`src/rtl/sync_supervisor_pkg.sv`:
```
// Shared definitions for the PCS sync supervisor: state encodings,
// logic-level constants and the event-counter saturation limit.
package sync_supervisor_pkg;

    // One-hot encodings; each bit is one state so the output decode stays a single OR.
    typedef enum logic [5:0] {
        ST_IDLE    = 6'b000001,
        ST_RESET   = 6'b000010,
        ST_ACQUIRE = 6'b000100,
        ST_QUALIFY = 6'b001000,
        ST_LOCKED  = 6'b010000,
        ST_FAULT   = 6'b100000
    } state_t;

    localparam logic TRUE  = 1'b1;
    localparam logic FALSE = 1'b0;
    localparam logic OK    = 1'b1;
    localparam logic FAIL  = 1'b0;

    localparam logic [7:0] SAT_LIMIT = 8'd255;

    function automatic int maxOf(input int a, input int b);
        return (a > b) ? a : b;
    endfunction

endpackage

```
`src/rtl/sync_supervisor_satcounter.sv`:
```
// Eight-bit event counter that sticks at SAT_LIMIT and clears only on reset.
module SatCounter8
    import sync_supervisor_pkg::*;
(
    input  logic       i_clk,
    input  logic       i_rst_n,
    input  logic       i_inc,
    output logic [7:0] o_count
);

    logic [7:0] r_count;

    always_ff @(posedge i_clk) begin
        if (!i_rst_n) begin
            r_count <= '0;
        end else if (i_inc && (r_count != SAT_LIMIT)) begin
            r_count <= r_count + 8'd1;
        end
    end

    assign o_count = r_count;

endmodule

```
`src/rtl/sync_supervisor.sv`:
```
// Supervises a code-group synchronization block: resets it, watches acquisition,
// qualifies lock stability and gives up after repeated acquisition timeouts.
module sync_supervisor
    import sync_supervisor_pkg::*;
#(
    parameter int RST_CYCLES  = 4,
    parameter int ACQ_TIMEOUT = 64,
    parameter int STABLE_CGS  = 16,
    parameter int MAX_RETRIES = 7
) (
    input  logic       Clk,
    input  logic       mr_main_reset_n,
    input  logic       enable,
    input  logic       code_sync_status,
    input  logic       PUDI_indicate_in,
    output logic       sync_reset,
    output logic       PUDI_indicate_out,
    output logic       sync_ok,
    output logic       fault,
    output logic [7:0] resync_count,
    output logic [7:0] loss_count
);

    localparam int CW = $clog2(maxOf(ACQ_TIMEOUT, STABLE_CGS)) + 1;
    localparam int RW = (RST_CYCLES > 1) ? $clog2(RST_CYCLES) : 1;
    localparam int TW = $clog2(MAX_RETRIES + 2);

    state_t          r_state;
    state_t          w_nextState;
    logic [CW-1:0]   r_cgCount;
    logic [CW-1:0]   w_cgNext;
    logic [CW-1:0]   w_cgInc;
    logic [RW-1:0]   r_rstCount;
    logic [RW-1:0]   w_rstNext;
    logic [TW-1:0]   r_retries;
    logic [TW-1:0]   w_retriesNext;
    logic [TW-1:0]   w_retriesInc;
    logic            w_resyncInc;
    logic            w_lossInc;
    logic            w_active;

    assign w_cgInc      = r_cgCount + CW'(1);
    assign w_retriesInc = r_retries + TW'(1);

    always_ff @(posedge Clk) begin
        if (!mr_main_reset_n) begin
            r_state <= ST_IDLE;
        end else begin
            r_state <= w_nextState;
        end
    end

    always_comb begin
        w_nextState   = r_state;
        w_cgNext      = r_cgCount;
        w_rstNext     = r_rstCount;
        w_retriesNext = r_retries;
        w_resyncInc   = FALSE;
        w_lossInc     = FALSE;
        if (!enable) begin
            w_nextState = ST_IDLE;
            w_cgNext    = '0;
            w_rstNext   = '0;
        end else begin
            unique case (r_state)
                ST_IDLE: begin
                    w_nextState   = ST_RESET;
                    w_rstNext     = '0;
                    w_retriesNext = '0;
                end
                ST_RESET: begin
                    if (r_rstCount == RW'(RST_CYCLES - 1)) begin
                        w_nextState = ST_ACQUIRE;
                        w_cgNext    = '0;
                    end else begin
                        w_rstNext = r_rstCount + RW'(1);
                    end
                end
                ST_ACQUIRE: begin
                    // Sync arriving on the timeout strobe still counts as acquired.
                    if (code_sync_status == OK) begin
                        w_nextState = ST_QUALIFY;
                        w_cgNext    = '0;
                    end else if (PUDI_indicate_in) begin
                        if (w_cgInc == CW'(ACQ_TIMEOUT)) begin
                            w_resyncInc   = TRUE;
                            w_retriesNext = w_retriesInc;
                            w_cgNext      = '0;
                            w_rstNext     = '0;
                            w_nextState   = (w_retriesInc > TW'(MAX_RETRIES)) ? ST_FAULT : ST_RESET;
                        end else begin
                            w_cgNext = w_cgInc;
                        end
                    end
                end
                ST_QUALIFY: begin
                    if (code_sync_status == FAIL) begin
                        w_nextState = ST_ACQUIRE;
                        w_cgNext    = '0;
                    end else if (PUDI_indicate_in) begin
                        if (w_cgInc == CW'(STABLE_CGS)) begin
                            w_nextState   = ST_LOCKED;
                            w_cgNext      = '0;
                            w_retriesNext = '0;
                        end else begin
                            w_cgNext = w_cgInc;
                        end
                    end
                end
                ST_LOCKED: begin
                    if (code_sync_status == FAIL) begin
                        w_lossInc   = TRUE;
                        w_nextState = ST_ACQUIRE;
                        w_cgNext    = '0;
                    end
                end
                ST_FAULT: begin
                    w_nextState = ST_FAULT;
                end
                default: begin
                    w_nextState = ST_IDLE;
                    w_cgNext    = '0;
                    w_rstNext   = '0;
                end
            endcase
        end
    end

    always_ff @(posedge Clk) begin
        if (!mr_main_reset_n) begin
            r_cgCount  <= '0;
            r_rstCount <= '0;
            r_retries  <= '0;
        end else begin
            r_cgCount  <= w_cgNext;
            r_rstCount <= w_rstNext;
            r_retries  <= w_retriesNext;
        end
    end

    assign w_active = (r_state == ST_ACQUIRE) || (r_state == ST_QUALIFY) || (r_state == ST_LOCKED);

    assign sync_reset        = (r_state == ST_IDLE) || (r_state == ST_RESET) || (r_state == ST_FAULT);
    assign PUDI_indicate_out = PUDI_indicate_in && w_active;
    assign sync_ok           = (r_state == ST_LOCKED);
    assign fault             = (r_state == ST_FAULT);

    SatCounter8 u_resyncCounter (
        .i_clk   (Clk),
        .i_rst_n (mr_main_reset_n),
        .i_inc   (w_resyncInc),
        .o_count (resync_count)
    );

    SatCounter8 u_lossCounter (
        .i_clk   (Clk),
        .i_rst_n (mr_main_reset_n),
        .i_inc   (w_lossInc),
        .o_count (loss_count)
    );

endmodule
```
`config.mk`:
```
export PLATFORM = sky130hd
export DESIGN_NAME = sync_supervisor
export DESIGN_NICKNAME = d
export VERILOG_FILES = /design/src/rtl/sync_supervisor_pkg.sv /design/src/rtl/sync_supervisor_satcounter.sv /design/src/rtl/sync_supervisor.sv
export SDC_FILE = /design/constraint.sdc
export NUM_CORES = 1
export LEC_CHECK = 0
export ABC_CLOCK_PERIOD_IN_PS = 2250
export BUFFER_PORTS_ARGS = -buffer_cell sky130_fd_sc_hd__buf_4
export CAP_MARGIN = 5
export CELL_PAD_IN_SITES_DETAIL_PLACEMENT = 1
export CELL_PAD_IN_SITES_GLOBAL_PLACEMENT = 2
export CORE_MARGIN = 8
export CORE_UTILIZATION = 31
export DETAILED_ROUTE_END_ITERATION = 10
export GPL_ROUTABILITY_DRIVEN = 0
export PLACE_DENSITY = 0.76
export SYNTH_ARGS = -nofsm -noshare
export SYNTH_HDL_FRONTEND = slang
export SYNTH_SLANG_ARGS = --single-unit
```
`constraint.sdc`:
```
create_clock -name Clk -period 2.25 [get_ports Clk]
set_input_delay 0.225 -clock Clk [delete_from_list [all_inputs] [get_ports Clk]]
set_output_delay 0.225 -clock Clk [all_outputs]
set_load 0.05 [all_outputs]
```
==> results.md <==
* Syn nets at 259
* Crit path DAT at 2360 ps
* DR vias/cell at 5.27
* Max VDD drop at 249 uV
* Nets at 306
* CTS H-tree depth at 2
* Worst hold path class: input port to flip-flop
* Largest net degree at the start of global routing at 25
* CP cell instances: or4_4 > or4b_4 > o21ai_2 > or3_4 > buf_4 > o21ai_2 > a21oi_1
* Net Switching at 333 uW
* Initial Util at 31.5%
* Total negative slack at 0 ps
* Fmax at 468 MHz
* Pins Over Slew Limit at 0
* Placed inst area at 2490 um^2
* WS Path Type: flip-flop to flip-flop
* Port Buf Inserts at 24
* Total Wirelength at 6.05 mm
* Flop pwr share at 43.5%
* Setup violators final at 0
* Final Cell Area at 2710 um^2
* Die boundary height at 98.4 um
* Fill cells at 795
* Initial DRC Count at 47
* Post-synthesis instance total at 248
* Commonest non-fill, non-tap cells in the layout: buf_4 (51), dfxtp_1 (32), nand2_1 (19), nor2_1 (18), and2_1 (17)
* Tmin final at 2140 ps
* First-pass GRT wire length at 10.6 mm
* Final Hold Viols at 0
* Primary FF master, synth: dfxtp_1
* Post-synth EDFFs at 0
* Layout area overhead at 28.6%
* P_int at 1110 uW
* Number of core rows at 30
* Slew of the pin with the lowest slew margin at 497 ps
* # diodes at 0
* RSZ-0062 raised after global routing: false
* Area of the multi-input gates at 1350 um^2
* DRT antenna net count at 0
* Slew headroom at 66.8%
* Max FO, Critical Path at 5
* WL per Instance at 16.1 um
* Root Buffer: clkbuf_8
* MaxCap Viol Count at 0
* TritonCTS Buffers at 5
* DRC at 0
* Layout cell share with drive strength beyond 1 at 27.7%
* Detail Placement HPWL at 4.53 mm
* Gate power share at 8.0%
* Overall routing resource usage at 13.2%
* Final Total Pwr at 1440 uW
* Hold_buf cts at 0
* Synth Warn # at 0
* Commonest non-fill, non-tap cell in the layout: buf_4
* WP data required at 2470 ps
* Async SR Flop Fraction at 0%
* Worst setup EP type: flip-flop
* Vias in the first global route at 2102
* CTS tree: built
* Worst Skew at 8.94 ps
* DRT Pass-1 Iters at 4
* R2R Setup Slk at 110 ps
* Die width at 98.4 um
* Syn avg cell area at 8.48 um^2
* Initial antenna violation count at 0
* Lkg Pwr at 0.00109 uW
* Synthesized area at 2100 um^2
* Clock latency at the later pin of the worst-skew pair at 290 ps
* Clk pwr share at 48.5%
* Critical Path Source Type: flip-flop
* Grt ovf at 0
* CTS Buffer Depth at 2
* Critical Path Most Common Cell: o21ai_2
* CTS sink cnt at 35
* Status: complete, no violations
* Switching Fraction at 23.1%
* # IOs at 25
* Synth Register Bits at 35
* Core Util, Final at 40.5%
* CORE AREA at 6680 um^2
* Post-synth cell types at 53
* FF/Latch Area at 709 um^2
* Clk pin slew, worst setup/hold paths at 80 ps
* Tcrit/Tclk final at 95.0%
* Slowest stage cell, crit path: or4_4
* Worst stage delay on the critical path at 560 ps
* Sequential share of the synthesized area at 33.3%
* Pwr Density at 532 nW/um^2
* Via count at 1981
* Die footprint at 9680 um^2
-- worst max-delay path: cells and delay by family (launching register included) --
kind / cells / cell delay (ps)
buf+inv: 1 / 120
compound gates: 3 / 340
flops: 1 / 370
simple gates: 3 / 1230
-- synth_stat cells, types with 3 or more instances --
library cell | n | area share, %
nor2_1 | 20 | 3.6
nor2b_1 | 3 | 0.89
o21ai_0 | 11 | 2.6
nor3_1 | 3 | 0.71
and2_1 | 17 | 5.1
clkbuf_1 | 3 | 0.54
nand3_1 | 12 | 2.9
o21ai_2 | 3 | 1.2
mux2i_1 | 4 | 1.9
and3_1 | 7 | 2.1
inv_1 | 6 | 1.1
dfxtp_1 | 35 | 33
xor2_1 | 5 | 2.1
xnor2_1 | 12 | 5.0
a21oi_1 | 8 | 1.9
nand2_1 | 19 | 3.4
nand4_1 | 16 | 4.8
nand4b_1 | 3 | 1.2
buf_6 | 3 | 1.6
ha_1 | 6 | 3.6
o211ai_1 | 3 | 1.1
nand3b_1 | 3 | 1.1
-- final timing paths --
| path | startpoint | to | cells after the start |
|---|---|---|---|
| setup / recovery | r_state[5] | r_cgCount[4] | 7 |
| hold / removal | mr_main_reset_n | u_lossCounter.o_count[1] | 2 |
| setup reg to reg | r_state[5] | r_cgCount[4] | 7 |
| hold reg to reg | r_cgCount[5] | r_cgCount[5] | 2 |
-- metal layers --
metal / GRT usage [%] / vias up / routed length [um] / share of wire (%)
met2: 21.0 / 31 / 2810 / 46
met3: 2.92 / 5 / 211 / 3.5
met1: 17.2 / 952 / 2970 / 49
met5: 0 / - / 0 / 0
li1: - / 993 / - / -
met4: 4.25 / 0 / 58 / 0.96
-- layout make-up --
type / count / share of cell area (%)
multi-input combinational: 196 / 50.0
timing repair buffer: 51 / 14.2
clock buffer: 5 / 2.54
sequential: 35 / 26.2
tap: 80 / 3.70
clock inverter: 3 / 2.50
inverter: 6 / 0.833
-- metrics by stage --
stage,hold WS [ps],worst slack (ps),instances
3_3_place_gp,466,13.3,366
2_1_floorplan,378,35.6,248
6_report,307,111,376
3_5_place_dp,484,17.2,366
5_1_grt,310,0.312,376
4_1_cts,302,4.38,374
-- repair_timing --
action / CTS / global route
setup endpoints to repair: 3 / 19
gates resized for setup: 1 / 16
pin swaps: 0 / 4
setup buffers: 0 / 2
-- sequential cells by signal, indices dropped and copies added (netlist names) --
name	flops
u_lossCounter.o_count	8
u_resyncCounter.o_count	8
r_cgCount	7
r_state	6
r_retries	4
r_rstCount	2
-- cell families after synthesis --
group,count (synthesis),synth area share (%)
AND/OR/NAND/NOR,121,33.4
AO/OA/AOI/OAI,48,15.8
flip-flops,35,33.3
XOR/XNOR,17,7.08
buffers and inverters,17,4.88
adder cells (fa/ha/maj),6,3.57
multiplexers,4,1.90
-- power groups by stage --
| stage | registers (uW) | logic, uW | clock network, uW |
|---|---|---|---|
| after floorplan | 637 | 79.0 | 0 |
| after global placement | 644 | 113 | 0 |
| after detailed placement | 644 | 112 | 0 |
| after CTS | 629 | 112 | 720 |
| after global routing | 628 | 126 | 749 |
| final | 627 | 115 | 698 |
Note: power is estimated with default switching activity, not from simulation.
